===== config.mk =====
export PLATFORM = sky130hd
export DESIGN_NAME = progdump_axi_flat
export DESIGN_NICKNAME = d
export VERILOG_FILES = /design/src/rtl/progdump_axi_if.sv /design/src/rtl/progdump_axi.sv /design/src/flat_wrapper.sv
export SDC_FILE = /design/constraint.sdc
export NUM_CORES = 1
export LEC_CHECK = 0
export ABC_CLOCK_PERIOD_IN_PS = 2600
export BUFFER_PORTS_ARGS = -buffer_cell sky130_fd_sc_hd__buf_4
export CAP_MARGIN = 20
export CORE_ASPECT_RATIO = 1.75
export CORE_MARGIN = 5
export CORE_UTILIZATION = 54
export CTS_CLUSTER_SIZE = 28
export DETAILED_ROUTE_END_ITERATION = 6
export PLACE_DENSITY = 0.79
export SETUP_SLACK_MARGIN = 0.4
export SKIP_CTS_REPAIR_TIMING = 1
export SYNTH_ARGS = -nofsm -noshare
export SYNTH_HDL_FRONTEND = slang
export SYNTH_SLANG_ARGS = --single-unit

===== constraint.sdc =====
create_clock -name clk -period 2.6 [get_ports clk]
set_input_delay 0.52 -clock clk [delete_from_list [all_inputs] [get_ports clk]]
set_output_delay 0.52 -clock clk [all_outputs]
set_load 0.05 [all_outputs]

===== src/rtl/progdump_axi_if.sv =====
// AXI4-Lite read-only channel bundle between the dump engine and the memory
// interconnect. The engine never writes, so AW/W/B are deliberately absent.
interface progdump_axi_if #(
   parameter int MEM_ADDR_SIZE = 32,
   parameter int DATA_WIDTH    = 32
);
   logic [MEM_ADDR_SIZE-1:0] araddr;
   logic                     arvalid;
   logic                     arready;
   logic [DATA_WIDTH-1:0]    rdata;
   logic [1:0]               rresp;
   logic                     rvalid;
   logic                     rready;

   modport master (
      output araddr, arvalid, rready,
      input  arready, rdata, rresp, rvalid
   );

   modport slave (
      input  araddr, arvalid, rready,
      output arready, rdata, rresp, rvalid
   );
endinterface


===== src/rtl/progdump_axi.sv =====
// Memory readback engine: on start, reads word_count words starting at
// base_addr over AXI4-Lite (one read outstanding at a time) and streams each
// word out of an 8N1 UART, least-significant byte first, bytes back-to-back.
module progdump_axi #(
   parameter int CLKS_PER_BIT  = 83,
   parameter int MEM_ADDR_SIZE = 32,
   parameter int DATA_WIDTH    = 32
) (
   input  logic                     clk,
   input  logic                     rst,
   input  logic                     start,
   input  logic [MEM_ADDR_SIZE-1:0] base_addr,
   input  logic [15:0]              word_count,
   output logic                     busy,
   output logic                     done,
   output logic                     err,
   progdump_axi_if.master           axi,
   output logic                     utx
);
   localparam int BYTES  = DATA_WIDTH / 8;
   localparam int CNT_W  = (CLKS_PER_BIT > 1) ? $clog2(CLKS_PER_BIT) : 1;
   localparam int BYTE_W = (BYTES > 1) ? $clog2(BYTES) : 1;
   localparam logic [CNT_W-1:0]         CNT_MAX   = CNT_W'(CLKS_PER_BIT - 1);
   localparam logic [BYTE_W-1:0]        LAST_BYTE = BYTE_W'(BYTES - 1);
   localparam logic [MEM_ADDR_SIZE-1:0] ADDR_STEP = MEM_ADDR_SIZE'(BYTES);

   typedef enum logic [2:0] {IDLE, ADDR, DATA, SEND, NEXT, FIN} state_t;

   state_t                   state_reg, state_next;
   logic [MEM_ADDR_SIZE-1:0] addr_reg;
   logic [15:0]              count_reg;
   logic [DATA_WIDTH-1:0]    shift_reg;
   logic [CNT_W-1:0]         clk_cnt_reg;
   logic [3:0]               bit_idx_reg;   // 0 start, 1..8 data, 9 stop
   logic [BYTE_W-1:0]        byte_idx_reg;
   logic                     err_reg;
   logic                     utx_reg;

   logic bit_end;
   logic word_end;

   assign bit_end  = (clk_cnt_reg == CNT_MAX);
   assign word_end = bit_end && (bit_idx_reg == 4'd9) && (byte_idx_reg == LAST_BYTE);

   // The address register drives the bus directly, so araddr cannot move
   // while arvalid is held waiting for arready.
   assign axi.araddr = addr_reg;
   assign err        = err_reg;
   assign utx        = utx_reg;

   // State register.
   always_ff @(posedge clk) begin
      if (rst) state_reg <= IDLE;
      else     state_reg <= state_next;
   end

   // Next-state decode and handshake/status outputs.
   always_comb begin
      state_next  = state_reg;
      busy        = 1'b0;
      done        = 1'b0;
      axi.arvalid = 1'b0;
      axi.rready  = 1'b0;
      case (state_reg)
         IDLE: begin
            if (start) state_next = (word_count == 16'd0) ? FIN : ADDR;
         end
         ADDR: begin
            busy        = 1'b1;
            axi.arvalid = 1'b1;
            if (axi.arready) state_next = DATA;
         end
         DATA: begin
            busy       = 1'b1;
            axi.rready = 1'b1;
            if (axi.rvalid) state_next = SEND;
         end
         SEND: begin
            busy = 1'b1;
            if (word_end) state_next = NEXT;
         end
         NEXT: begin
            busy       = 1'b1;
            state_next = (count_reg == 16'd1) ? FIN : ADDR;
         end
         FIN: begin
            done       = 1'b1;
            state_next = IDLE;
         end
         default: state_next = IDLE;
      endcase
   end

   // Datapath: parameter latch, read capture, UART bit timing and address walk.
   // utx is registered and updated one edge ahead of each bit so the line is
   // glitch-free and the start bit appears the cycle after data capture.
   always_ff @(posedge clk) begin
      if (rst) begin
         addr_reg     <= '0;
         count_reg    <= '0;
         shift_reg    <= '0;
         clk_cnt_reg  <= '0;
         bit_idx_reg  <= '0;
         byte_idx_reg <= '0;
         err_reg      <= 1'b0;
         utx_reg      <= 1'b1;
      end else begin
         case (state_reg)
            IDLE: begin
               if (start) begin
                  addr_reg  <= base_addr;
                  count_reg <= word_count;
                  err_reg   <= 1'b0;
               end
            end
            DATA: begin
               if (axi.rvalid) begin
                  // Error responses still get their data dumped; err only flags it.
                  shift_reg    <= axi.rdata;
                  if (axi.rresp != 2'b00) err_reg <= 1'b1;
                  clk_cnt_reg  <= '0;
                  bit_idx_reg  <= '0;
                  byte_idx_reg <= '0;
                  utx_reg      <= 1'b0;
               end
            end
            SEND: begin
               if (!bit_end) begin
                  clk_cnt_reg <= clk_cnt_reg + 1'b1;
               end else begin
                  clk_cnt_reg <= '0;
                  if (bit_idx_reg == 4'd9) begin
                     bit_idx_reg <= '0;
                     if (byte_idx_reg == LAST_BYTE) begin
                        utx_reg <= 1'b1;
                     end else begin
                        // Next byte starts right after this stop bit, no idle gap.
                        byte_idx_reg <= byte_idx_reg + 1'b1;
                        shift_reg    <= shift_reg >> 8;
                        utx_reg      <= 1'b0;
                     end
                  end else if (bit_idx_reg == 4'd8) begin
                     bit_idx_reg <= 4'd9;
                     utx_reg     <= 1'b1;
                  end else begin
                     bit_idx_reg <= bit_idx_reg + 4'd1;
                     utx_reg     <= shift_reg[bit_idx_reg[2:0]];
                  end
               end
            end
            NEXT: begin
               addr_reg  <= addr_reg + ADDR_STEP;
               count_reg <= count_reg - 16'd1;
            end
            default: ;
         endcase
      end
   end
endmodule


===== src/flat_wrapper.sv =====
// flat-port wrapper written by rule: the top's interface ports become plain ports
module progdump_axi_flat 
#(
   parameter int CLKS_PER_BIT  = 83,
   parameter int MEM_ADDR_SIZE = 32,
   parameter int DATA_WIDTH    = 32
)
  (clk, rst, start, base_addr, word_count, busy, done, err, utx, axi_araddr, axi_arvalid, axi_rready, axi_arready, axi_rdata, axi_rresp, axi_rvalid);
  progdump_axi_if #(.MEM_ADDR_SIZE(MEM_ADDR_SIZE), .DATA_WIDTH(DATA_WIDTH)) axi_i ();
  input  logic clk;
  input  logic rst;
  input  logic start;
  input  logic [MEM_ADDR_SIZE-1:0] base_addr;
  input  logic [15:0] word_count;
  output logic busy;
  output logic done;
  output logic err;
  output logic utx;
  output wire logic [$bits(axi_i.araddr)-1:0] axi_araddr;
  output wire logic [$bits(axi_i.arvalid)-1:0] axi_arvalid;
  output wire logic [$bits(axi_i.rready)-1:0] axi_rready;
  input wire logic [$bits(axi_i.arready)-1:0] axi_arready;
  input wire logic [$bits(axi_i.rdata)-1:0] axi_rdata;
  input wire logic [$bits(axi_i.rresp)-1:0] axi_rresp;
  input wire logic [$bits(axi_i.rvalid)-1:0] axi_rvalid;
  assign axi_araddr = axi_i.araddr;
  assign axi_arvalid = axi_i.arvalid;
  assign axi_rready = axi_i.rready;
  assign axi_i.arready = axi_arready;
  assign axi_i.rdata = axi_rdata;
  assign axi_i.rresp = axi_rresp;
  assign axi_i.rvalid = axi_rvalid;
  progdump_axi #(.CLKS_PER_BIT(CLKS_PER_BIT), .MEM_ADDR_SIZE(MEM_ADDR_SIZE), .DATA_WIDTH(DATA_WIDTH)) u_core (.clk(clk), .rst(rst), .start(start), .base_addr(base_addr), .word_count(word_count), .busy(busy), .done(done), .err(err), .axi(axi_i), .utx(utx));
endmodule

==> results.cfg, run 1 <==
[grt]
grt_util_all_layers_pct = 25.2
grt_pass1_wl_mm = 24.5
grt_max_degree = 66
grt_overflow = 0
grt_pass1_vias = 5193
antenna_found_initial = 0

[yosys]
async_flop_share_pct = 0
synthAdderAreaFrac_pct = 2.18
syn_inst = 655
ys_seq_area_share_pct = 38.0
synth_area_per_cell_um2 = 7.88
synth_edf_count = 0
ys_types = 69
synth_ff_type = dfxtp_1
synth_xor_area_share_pct = 0.170
synth_compound_area_share_pct = 23.7
synth_mux_area_share_pct = 1.74
synth_area_um2 = 5160
synth_top_family_by_area = simple AND/OR/NAND/NOR gates
yosys.area_share.simple_pct = 29.3
ys_seq_elements = 98
syn_nets = 751
ys.warnings.count = 0

[sta]
setup_viol_count_final = 0
grt_setup_unrepaired = yes
hold_viol_final = 0
hold-worst-slack_ps = 417
fin_ws_ps = 553
fin_crit_ps = 2050
drv_slew = 0
worstMarginPinSlew_ps = 678
slew_headroom_pct = 54.8
clock.fmax_mhz = 489
timing.final.crit_share_pct = 78.7
setup_tns_ps = 0
fin_skew_ps = 11.5

[die]
io_pins = 125
die_x_um = 83.9
rows = 47
core_um2 = 9410
dieArea_um2 = 11700
die_y_um = 139
initial_core_util_pct = 54.9

[worst_setup_path]
slowest_delay_ps = 470
crit_path_end_kind = flop
cp.required_ps = 2880
crit_chain = nor3b_2, buf_4, nand2_1, nor4_1, mux2_2, a21oi_1
critical_path.slowest_cell = dfxtp_2
cp_num_buf_inv = 1
critical_path.top_delay_family = simple AND/OR/NAND/NOR gates
critical_path.max_fanout = 14
cp-start-kind = flop
cp.arrival_ps = 2330
critPathKind = reg2reg

[cts]
cts_tree = built
clock-root-buffer = clkbuf_16
clkLatencyLatePin_ps = 350
clock-sinks = 98
cts_buffers = 9
clk_path_buf_depth = 2
clk_pin_slew_worst_paths_ps = 70
htree_levels = 3

[layout]
diodes = 0
multiInputGateArea_um2 = 2980
final_common_cell = buf_4
area_growth_pct = 27.4
layout.nets = 859
final_cell_mix = buf_4 (142), nand2_1 (120), dfxtp_1 (94), nor2_1 (61), a21oi_1 (51)
seq_area_um2 = 1970
fin_cells = 890
drive_above_1_share_pct = 24.2
nFillCells = 796

[placed_design]
dp_cells = 874
place_ws_ps = 411
port_buffers = 124
gp_congestion = 0.914
hpwl_mm = 11.1

[detailed_routing]
wire_per_inst_um = 16.7
routed_wl_mm = 14.9
firstDrtPassIters = 5
num_vias = 5419
ant_nets = 0
vias_per_cell = 6.09
drc = 0
dr.first_iter.drc_count = 350

[outcome]
status = finished, final reports clean

[power]
cellPowerDensity_nw_per_um2 = 805
ir_drop_mv = 0.436
p_leak_nw = 2.56
power.total_mw = 5.30

[flow_run]
drv_cap = 0

[min_path]
hold_class = in2reg
[stage by stage]
stage,instance area (um2),util (%)
3_5_place_dp,6200,65.9
2_1_floorplan,5160,-
6_report,6580,69.9
4_1_cts,6550,69.6
5_1_grt,6580,69.9
3_3_place_gp,6200,65.9
[final cells by class]
type                    count  share of cell area, %
clock inverters             5                   1.52
repair buffers            143                   16.5
inverters                  11                  0.627
flip-flops and latches     98                   29.9
well taps                 122                   2.32
multi-input cells         500                   45.3
clock buffers              11                   3.84
[final timing paths]
path	startpoint	endpoint	cells after the start	slack, ps
max	u_core.state_reg[2]	u_core.axi.araddr[22]	6	550
min reg2reg	u_core.shift_reg[28]	u_core.shift_reg[28]	2	450
max reg2reg	u_core.state_reg[2]	u_core.axi.araddr[22]	6	550
min	base_addr[22]	u_core.axi.araddr[22]	3	420
[report_power, final]
group          total [mW]  switching [mW]  internal, mW
sequential           2.00           0.263          1.73
combinational        1.74            1.11         0.637
clock                1.55           0.564         0.990
total                5.30            1.94          3.36
[metal layers]
layer  routed length, um  vias up  GRT usage (%)
met3                 919       47           6.03
li1                    -     2636              -
met1                5450     2522           27.0
met2                7910      214           44.7
met4                 618        0           13.9
met5                   0        -              0
[cells in the mapped netlist (all sizes together), types with 11 or more instances]
master / instances / area (um2)
nor4: 13 / 81.3
a311oi: 32 / 280
o211ai: 12 / 90.1
and3: 12 / 75.1
nor2: 62 / 233
o21ai: 16 / 80.1
nor3: 13 / 70.1
buf: 24 / 130
inv: 11 / 41.3
a31oi: 14 / 87.6
dfxtp: 98 / 1960
nand2: 120 / 450
clkbuf: 22 / 82.6
nand3: 30 / 155
a21oi: 51 / 255
or3: 13 / 81.3
[worst min-delay path, delay by kind of cell]
| kind | cells | cell delay [ps] |
|---|---|---|
| AO/OA/AOI/OAI | 1 | 50 |
| buffers and inverters | 1 | 110 |
| AND/OR/NAND/NOR | 1 | 50 |
[cell families after synthesis]
| family | count (synthesis) |
|---|---|
| DFF | 98 |
| muxes | 6 |
| buffers and inverters | 57 |
| adders and majority gates | 9 |
| AOI/OAI and AO/OA | 178 |
| xor gates and xnor gates | 1 |
| and+or+nand+nor | 306 |
No activity file was read; power rests on OpenSTA's default activity.
==> run 2: changes to the inputs <==
- ABC_CLOCK_PERIOD_IN_PS: 2600 -> 2009
- clock period: 2.6 -> 2.01 ns (I/O delays scaled with it)
==> run 2 against run 1 <==
Effect of this change:
- the run now ends with negative setup slack left
- final area rose by 28%
- power rose by 56%
- cell count rose by 10%
- sequential share of layout area fell by 5.3 points
- critical endpoint is now u_core.axi.araddr[3]
- highest routed layer unchanged
==> results.cfg, run 2 (synthesis gave the netlist of run 1 again) <==
[worst_setup_path]
crit_chain = buf_6, nor4b_4, buf_4, buf_12, buf_8, nand2_2, a311oi_1
cp-start-kind = flop
reg2reg_depth = 7
crit_path_end_kind = flop
critical_path.max_fanout = 7
reg2reg_slack_ps = -40
cp.arrival_ps = 2250
slowest_delay_ps = 460
rr_startpoint = u_core.state_reg[0]
cp.required_ps = 2210
timing.rr.end = u_core.axi.araddr[3]
critical_path.slowest_cell = a311oi_1
critPathKind = reg2reg

[sta]
slew_headroom_pct = 65.9
hold_viol_final = 0
setup_viol_count_final = 1
worstMarginPinSlew_ps = 509
drv_slew = 0
clock.fmax_mhz = 487
fin_ws_ps = -42.4
fin_crit_ps = 2050
grt_setup_unrepaired = yes
timing.final.crit_share_pct = 102
fin_skew_ps = 5.85

[detailed_routing]
dr.first_iter.drc_count = 588
vias_per_cell = 6.85
wire_per_inst_um = 24.3
drc = 0
num_vias = 6711
ant_nets = 0
firstDrtPassIters = 6
routed_wl_mm = 23.8

[grt]
grt_overflow = 0
grt_max_degree = 31
grt_util_all_layers_pct = 26.9
grt_pass1_wl_mm = 26.0
antenna_found_initial = 0
grt_pass1_vias = 5563

[outcome]
status = complete, but fails checks
violations = negative setup slack

[layout]
layout.nets = 949
final_common_cell = buf_4
drive_above_1_share_pct = 48.8
diodes = 0
design_area_um2 = 8440
nFillCells = 408
area_growth_pct = 63.5
final_cell_mix = buf_4 (177), nand2_1 (110), dfxtp_1 (60), nor2_1 (42), a21oi_1 (41)

[cts]
clock-sinks = 98
clkLatencyLatePin_ps = 350
clock-root-buffer = clkbuf_16
cts_buffers = 9
clk_path_buf_depth = 2
clk_pin_slew_worst_paths_ps = 70
htree_levels = 3
cts_tree = built

[die]
dieArea_um2 = 11700
rows = 47
die_y_um = 139
core_um2 = 9410
io_pins = 125
initial_core_util_pct = 54.9
die_x_um = 83.9

[power]
cellPowerDensity_nw_per_um2 = 977
power.total_mw = 8.25
ir_drop_mv = 0.704
p_leak_nw = 3.33

[placed_design]
hpwl_mm = 12.0
gp_congestion = 0.908
port_buffers = 124
place_area_um2 = 6620

[min_path]
hold_start = axi_rdata[25]
worstHoldPathCells = 3
hold_class = in2reg
holdPathEnd = u_core.shift_reg[25]

[flow_run]
drv_cap = 0
-- run 2: area by class of cell --
class,count,area [um2],area share [%]
Timing Repair Buffer,231,2150,25.5
Clock inverter,5,36.3,0.430
Tap cell,122,153,1.81
Clock buffer,11,254,3.01
Inverter,11,46.3,0.548
Multi-Input combinational cell,502,3720,44.1
Sequential cell,98,2080,24.6
-- run 2: power breakdown --
part,switching (mW),total [mW],internal [mW]
clock,0.798,1.72,0.919
sequential,0.442,2.72,2.28
combinational,2.12,3.81,1.69
total,3.36,8.25,4.89
-- run 2: worst max path at each step --
stage | startpoint | end | slack (ps)
global route | u_core.state_reg[0] | u_core.axi.araddr[3] | -40
CTS | u_core.state_reg[0] | busy | -70
global placement | u_core.state_reg[0] | u_core.clk_cnt_reg[6] | 180
detailed placement | u_core.state_reg[2] | u_core.axi.araddr[8] | 80
finish | u_core.state_reg[0] | u_core.axi.araddr[3] | -40
floorplan | u_core.axi.araddr[15] | u_core.axi.araddr[25] | 260
-- run 2: routing by layer --
metal	global-route usage (%)	part of all wire (%)	wire length (um)	vias up
li1	-	-	-	2839
met1	27.0	32	7620	3171
met2	50.1	52	12300	523
met3	5.74	8.0	1900	178
met4	15.2	8.2	1970	0
met5	0	0	0	-
-- run 2: worst max-delay path: cells and delay by family, from the launching register on --
family	cells	cell delay, ps
AOI/OAI and AO/OA	1	460
buffers and inverters	4	590
DFF	1	400
and+or+nand+nor	2	450
-- run 2: through the flow --
| step | util (%) | cells | setup TNS (ps) | hold slack, ps | worst slack [ps] |
|---|---|---|---|---|---|
| 2_1_floorplan | - | 655 | 0 | 432 | 263 |
| 3_3_place_gp | 70.3 | 890 | 0 | 444 | 182 |
| 3_5_place_dp | 70.3 | 890 | 0 | 447 | 75.4 |
| 4_1_cts | 73.4 | 906 | -67.7 | 300 | -67.7 |
| 5_1_grt | 89.7 | 980 | -61.3 | 316 | -42.6 |
| 6_report | 89.7 | 980 | -42.4 | 307 | -42.4 |
==> run 3: changes to the inputs <==
- SKIP_CTS_REPAIR_TIMING: 1 -> default
==> run 3 against run 2 <==
Effect of this change:
- the run ends with design-rule violations, negative setup slack left
- combinational power is 15% higher
- final area is 5.8% higher
- clock skew is 8.3 ps higher
- register-to-register slack worse by 50 ps
- via count increased by 12%
- sequential power about the same
- clock power up 5%
- power increased by 8.1%
- sequential share of layout area decreased by 1.4 points
- wire length grew 27%
==> results.cfg, run 3 (synthesis gave the netlist of run 1 again) <==
[placed_design]
hpwl_mm = 12.0
port_buffers = 124
gp_congestion = 0.908

[detailed_routing]
ant_nets = 0
dr.first_iter.drc_count = 1234
num_vias = 7515
routed_wl_mm = 30.3
vias_per_cell = 7.46
wire_per_inst_um = 30.1
firstDrtPassIters = 7
drc = 48

[cts]
cts_tree = built
clock-root-buffer = clkbuf_16
cts_buffers = 9
clock-sinks = 98
clk_pin_slew_worst_paths_ps = 80
clk_path_buf_depth = 2
htree_levels = 3
clkLatencyLatePin_ps = 380
hold_buffers = 0

[grt]
grt_util_all_layers_pct = 31.3
grt_pass1_wl_mm = 29.9
antenna_found_initial = 0
grt_overflow = 0
grt_pass1_vias = 6131
grt_max_degree = 31

[layout]
diodes = 0
area_growth_pct = 73.0
drive_above_1_share_pct = 54.1
final_cell_mix = buf_4 (197), nand2_1 (100), dfxtp_1 (61), nor2_1 (50), buf_6 (37)
final_common_cell = buf_4
layout.nets = 976
postLayoutCoreUtil_pct = 94.9

[die]
rows = 47
initial_core_util_pct = 54.9
io_pins = 125
die_x_um = 83.9
core_um2 = 9410
die_y_um = 139
dieArea_um2 = 11700

[min_path]
holdPathEnd = u_core.axi.araddr[2]
hold_class = in2reg
worstHoldPathCells = 3
hold_start = base_addr[2]

[power]
sequentialPowerShare_pct = 30.7
power.share.clock_pct = 20.3
p_leak_nw = 3.51
cellPowerDensity_nw_per_um2 = 998
p_int_mw = 5.11
switching_share_pct = 42.7
p_switching_mw = 3.81
ir_drop_mv = 0.834
p_comb_share_pct = 49.1

[sta]
timing.final.crit_share_pct = 104
fin_ws_ps = -88.7
worstMarginPinSlew_ps = 1240
hold-worst-slack_ps = 290
fin_skew_ps = 14.1
setup_viol_count_final = 1
slew_headroom_pct = 16.5
grt_setup_unrepaired = yes
hold_viol_final = 0
clock.fmax_mhz = 476
drv_slew = 0
fin_crit_ps = 2100

[worst_setup_path]
cp-start-kind = flop
crit_path_end_kind = flop
cp_num_buf_inv = 4
rr_startpoint = u_core.state_reg[1]
timing.rr.end = u_core.axi.araddr[19]
critical_path.slowest_cell = a211oi_2
critical_path.max_fanout = 8
slowest_delay_ps = 400
reg2reg_depth = 8
crit_chain = buf_6, buf_12, nor4b_4, buf_4, buf_8, nand2_1, a21boi_0, a211oi_2
reg2reg_slack_ps = -90
cp.arrival_ps = 2360
critical_path.top_delay_family = buffers and inverters
critPathKind = reg2reg
cp.required_ps = 2270

[outcome]
violations = design-rule violations, negative setup slack
status = complete, but fails checks

[flow_run]
drv_cap = 0
## run 3: worst reg2reg max path: stages, from the launching register on
cell	delay, ps
dfxtp_4	390
buf_6	150
buf_12	130
nor4b_4	280
buf_4	210
buf_8	140
nand2_1	110
a21boi_0	160
a211oi_2	400
## run 3: layer usage
metal  global-route usage (%)  up-vias  routed length, um
li1                         -     2886                  -
met1                     30.8     3425               9100
met2                     58.6      835              14100
met3                     5.74      369               3330
met4                     20.1        0               3820
met5                        0        -                  0
## run 3: worst max-delay path by stage
stage	slack (ps)	cells after the start	endpoint	start
after floorplan	260	5	u_core.axi.araddr[25]	u_core.axi.araddr[15]
final	-90	8	u_core.axi.araddr[19]	u_core.state_reg[1]
after global routing	-110	8	u_core.axi.araddr[19]	u_core.state_reg[1]
after CTS	220	4	busy	u_core.state_reg[0]
after detailed placement	80	5	u_core.axi.araddr[8]	u_core.state_reg[2]
after global placement	180	5	u_core.clk_cnt_reg[6]	u_core.state_reg[0]
## run 3: stage by stage
step           setup slack [ps]  total power, mW  cell area, um2  setup TNS [ps]  instances
4_1_cts                     225             7.24            7650               0        950
3_3_place_gp                182             4.99            6620               0        890
2_1_floorplan               263             4.28            5480               0        655
6_report                  -88.7             8.92            8930           -88.7       1007
3_5_place_dp               75.4             5.07            6620               0        890
5_1_grt                    -113             9.09            8930            -274       1007
## run 3: area by class of cell
cell class	instances	area, um2
multi-input cells	500	3940
repair buffers	260	2430
flip-flops and latches	98	2080
fillers	242	477
clock buffers	11	254
well taps	122	153
inverters	11	47.5
clock inverters	5	36.3
## run 3: timing repair
item	in CTS	in global routing
setup endpoints to repair	92	97
setup buffers	40	52
cloned	4	5
pin swaps	37	101
gates resized for setup	94	172
## run 3: power groups by stage
stage          registers, mW  clock network (mW)  logic, mW
4_1_cts                 2.60                1.70       2.93
3_3_place_gp            2.64                   0       2.35
6_report                2.74                1.81       4.38
2_1_floorplan           2.95                   0       1.33
3_5_place_dp            2.65                   0       2.42
5_1_grt                 2.75                1.86       4.48
